$ cat config.mk
export PLATFORM = sky130hd
export DESIGN_NAME = piso_serializer
export DESIGN_NICKNAME = d
export VERILOG_FILES = /design/src/rtl/piso_serializer.sv
export SDC_FILE = /design/constraint.sdc
export NUM_CORES = 1
export LEC_CHECK = 0
export CELL_PAD_IN_SITES_DETAIL_PLACEMENT = 0
export CELL_PAD_IN_SITES_GLOBAL_PLACEMENT = 2
export CORE_MARGIN = 10
export CORE_UTILIZATION = 28
export CTS_CLUSTER_SIZE = 24
export DETAILED_ROUTE_END_ITERATION = 6
export PLACE_DENSITY_LB_ADDON = 0.05
export SLEW_MARGIN = 30
export SYNTH_ARGS = -nofsm -noshare
export SYNTH_HDL_FRONTEND = slang
export SYNTH_SLANG_ARGS = --single-unit
$ cat constraint.sdc
create_clock -name i_clk -period 1.82 [get_ports i_clk]
set_input_delay 0.546 -clock i_clk [delete_from_list [all_inputs] [get_ports i_clk]]
set_output_delay 0.546 -clock i_clk [all_outputs]
set_load 0.01 [all_outputs]
$ cat src/rtl/piso_serializer.sv
// Parallel-in/serial-out loader: accepts a WIDTH-bit word over valid/ready and
// drives it one bit per enabled clock onto o_d, with framing and an optional gap.
module piso_serializer #(
  parameter int unsigned WIDTH      = 4,
  parameter bit          LSB_FIRST  = 1'b1,
  parameter int unsigned GAP_CYCLES = 0,
  parameter bit          IDLE_LVL   = 1'b0
) (
  input  logic             i_clk,
  input  logic             i_rst,
  input  logic             i_valid,
  input  logic [WIDTH-1:0] i_word,
  output logic             o_ready,
  input  logic             i_en,
  output logic             o_d,
  output logic             o_busy,
  output logic             o_last
);

  localparam int CW = (WIDTH > 1) ? $clog2(WIDTH) : 1;
  localparam int GW = 4;
  localparam logic [CW-1:0] CNT_LAST = CW'(WIDTH - 1);
  localparam logic [GW-1:0] GAP_LAST = GW'((GAP_CYCLES > 0) ? GAP_CYCLES - 1 : 0);

  typedef enum logic [1:0] {
    IDLE  = 2'd0,
    SHIFT = 2'd1,
    GAP   = 2'd2
  } state_t;

  state_t            state;
  state_t            state_nxt;
  logic [WIDTH-1:0]  sreg;
  logic [CW-1:0]     cnt;
  logic [GW-1:0]     gap_cnt;
  logic              cnt_done;
  logic              gap_done;
  logic              head_bit;

  assign cnt_done = (cnt == CNT_LAST);
  assign gap_done = (gap_cnt == GAP_LAST);
  // The bit on the line is always the head of the shift register.
  assign head_bit = LSB_FIRST ? sreg[0] : sreg[WIDTH-1];

  // NOTE: sequential state uses non-blocking assignments so every flop samples
  // pre-edge values; blocking here would create order-dependent simulation.
  always_ff @(posedge i_clk or negedge i_rst) begin
    if (!i_rst) begin
      state <= IDLE;
    end else begin
      state <= state_nxt;
    end
  end

  // NOTE: every signal written here gets a default first, so no path through
  // the case statement leaves one unassigned and infers a latch.
  always_comb begin
    state_nxt = state;
    o_ready   = 1'b0;
    o_busy    = 1'b0;
    o_last    = 1'b0;
    o_d       = IDLE_LVL;
    unique case (state)
      IDLE: begin
        o_ready = 1'b1;
        if (i_valid) begin
          state_nxt = SHIFT;
        end
      end
      SHIFT: begin
        o_busy = 1'b1;
        o_d    = head_bit;
        o_last = cnt_done;
        if (i_en && cnt_done) begin
          state_nxt = (GAP_CYCLES > 0) ? GAP : IDLE;
        end
      end
      GAP: begin
        o_busy = 1'b1;
        if (gap_done) begin
          state_nxt = IDLE;
        end
      end
      default: begin
        state_nxt = IDLE;
      end
    endcase
  end

  // NOTE: the shift register is a handful of flops, not a memory array, so it is
  // cleared on reset; an aborted word leaves nothing behind to leak out later.
  always_ff @(posedge i_clk or negedge i_rst) begin
    if (!i_rst) begin
      sreg    <= '0;
      cnt     <= '0;
      gap_cnt <= '0;
    end else begin
      unique case (state)
        IDLE: begin
          if (i_valid) begin
            sreg    <= i_word;
            cnt     <= '0;
            gap_cnt <= '0;
          end
        end
        SHIFT: begin
          if (i_en) begin
            if (LSB_FIRST) begin
              sreg <= {1'b0, sreg[WIDTH-1:1]};
            end else begin
              sreg <= {sreg[WIDTH-2:0], 1'b0};
            end
            // Return to zero on the final bit instead of wrapping past WIDTH-1.
            cnt <= cnt_done ? '0 : cnt + CW'(1);
          end
        end
        GAP: begin
          gap_cnt <= gap_done ? '0 : gap_cnt + GW'(1);
        end
        default: begin
          cnt     <= '0;
          gap_cnt <= '0;
        end
      endcase
    end
  end

endmodule

==> impl_metrics.tcl <==
set metrics [dict create \
    num_rows 13 \
    antenna_found_initial 0 \
    min_period_ps 1730 \
    numCtsBuffers 3 \
    slew_headroom 0.777 \
    reg2reg_to "sreg[1]" \
    min_from "sreg[1]" \
    ff2ff_path_depth 3 \
    final.setup_skew_ps 1.59 \
    synth_cell_types 17 \
    crit_type "flop to output pin" \
    drt_iter0_markers 7 \
    peakVddDrop_v 0.000599 \
    core_sq_um 1320 \
    hold_ws_ps 494 \
    drc 0 \
    final_antenna_net_count 0 \
    layout.cells.most_common_list "mux2i_1 (9), clkdlybuf4s50_1 (8), dfrtp_1 (6)" \
    ff2ff_setup_slack_ps 740 \
    pin_count 12 \
    overflow 0 \
    postSynthCellCount 34 \
    post_drt_via_cell_ratio 4.95 \
    fill_cells 129 \
    ys_seq_area_frac 0.442 \
    clk_latency_ps 250 \
    leakage_uw 0.000293 \
    finalHoldViolCount 0 \
    rsz0062_at_grt "no" \
    grt_max_degree 8 \
    vias 327 \
    grtUsageTotal 0.0657 \
    tns_ps 0 \
    first_pass_iters 2 \
    worst_setup_path_end_kind "output pin" \
    avgSynthCellArea_sq_um 11.7 \
    hold_class "flop to flop" \
    final_nets 61 \
    power_frac_seq 0.369 \
    synth_warnings 0 \
    drv_slew 0 \
    power.density_nw_per_um2 1350 \
    port_buffers 11 \
    mostFrequentLayoutCell "mux2i_1" \
    cts.sinks 7 \
    finalCritPeriodShare 0.951 \
    swShare 0.340 \
    maxCapViolCount 0 \
    whs_path_depth 1 \
    post_drt_wl_per_cell_um 14.7 \
    r2r-start "state[0]" \
    setup_viol 0 \
    grt_first_pass_wirelength_um 1670 \
    path_max_fanout 4 \
    dieWidth_um 57.6 \
    clkPwrFrac 0.196 \
    cts_tree "done" \
    cts.clk_slew.worst_paths_ps 50 \
    outcome "complete, no violations" \
    whs_endpoint "sreg[1]" \
    initial_utilization 0.301 \
    gp_congestion 0.671 \
    drive_gt1_frac 0.196 \
    synth-seq-cells 7 \
    synth_fp_nets 43 \
    worst_ep_required_time_ps 1270 \
    die_y_um 57.6 \
    area_growth_syn_to_layout_pct 39.4 \
    worstPathArrival_ps 1180 \
    die_area_sq_um 3320 \
    drt-total-wl_um 971 \
    grt_pass1_vias 367 \
    clockBufferDepth 2 \
    fmax_mhz 578 \
    switchingPower_uw 253 \
    crit_path_start_kind "flop" \
    internal_power_uw 492 \
    syn-cell-area_sq_um 397 \
    antenna_cells 0 \
    comb_power_share 0.435 \
    place.detailed.hpwl_um 764 \
    tightest_slew_ps 333 \
    cts_htree_levels 1 \
    clockRootBuffer "clkbuf_4" \
]
[power groups by stage]
stage               Sequential [uW]  Combinational, uW  Clock (uW)
finish                          275                324         146
global route                    286                373         162
CTS                             276                339         151
detailed placement              284                336           0
global placement                276                319           0
floorplan                       268                203           0
[worst max path at each step]
| stage | to | from |
|---|---|---|
| 3_5_place_dp | o_last | cnt[0] |
| 6_report | o_ready | state[0] |
| 5_1_grt | o_ready | state[0] |
| 3_3_place_gp | o_last | cnt[0] |
| 4_1_cts | o_last | cnt[0] |
| 2_1_floorplan | o_last | state[0] |
[cells in the mapped netlist]
cell type / count / share of area
o22ai_1: 2 / 0.032
and2_1: 2 / 0.032
xnor2_1: 1 / 0.022
nor2_1: 1 / 0.0095
buf_6: 2 / 0.057
dfrtp_1: 7 / 0.44
buf_4: 1 / 0.019
and3_1: 1 / 0.016
mux2i_1: 9 / 0.23
o2bb2ai_1: 1 / 0.022
and3b_1: 1 / 0.022
inv_1: 1 / 0.0095
ha_1: 1 / 0.032
a21oi_1: 1 / 0.013
nand2b_1: 1 / 0.016
a211o_1: 1 / 0.022
nand2_1: 1 / 0.0095
[cell families (layout without fill, tap and decap cells)]
family | Yosys count | in the layout | synth area share
simple gates | 7 | 7 | 0.104
flops | 7 | 7 | 0.442
fa+ha+maj | 1 | 1 | 0.0315
buf+inv | 4 | 21 | 0.0852
mux | 9 | 9 | 0.227
compound gates | 5 | 5 | 0.0883
xor+xnor | 1 | 1 | 0.0221
[worst max-delay path, stage by stage (launching register included)]
cell and delay, ps:
dfrtp_2 420, buf_4 150, inv_1 80, dlygate4sd2_1 280
[flip-flops by register name, indices dropped and copies added, names as in the netlist]
name	count
cnt	2
sreg	4
state	1
[metrics by stage]
step           setup slack [ps]  power [uW]  utilization  instance area, sq um  instances
6_report                   89.7         746        0.420                   553         66
3_5_place_dp               47.0         620        0.399                   526         61
3_3_place_gp               66.6         595        0.399                   526         61
5_1_grt                    17.2         821        0.420                   553         66
4_1_cts                    11.5         766        0.424                   558         66
2_1_floorplan               522         471            -                   397         34
[final cells by class]
class / count / area (sq um) / area share
Tap cell: 15 / 18.8 / 0.0339
Multi-Input combinational cell: 23 / 188 / 0.339
Clock buffer: 4 / 26.3 / 0.0475
Timing Repair Buffer: 16 / 140 / 0.253
Inverter: 1 / 3.75 / 0.00679
Sequential cell: 7 / 176 / 0.319
[layer usage]
metal,wire length (um),vias to the layer above,global-route usage
met5,0,-,0
met4,27,0,0.0604
met3,82,4,0.0349
met2,439,12,0.0920
met1,421,155,0.0690
li1,-,156,-
[timing repair]
item,CTS,global route
hold buffers,0,0
resized for setup,5,1
setup buffers,1,0
setup endpoints to repair,4,1
hold endpoints to repair,0,0
pin swaps,0,0
(Power assumes the default switching activity.)
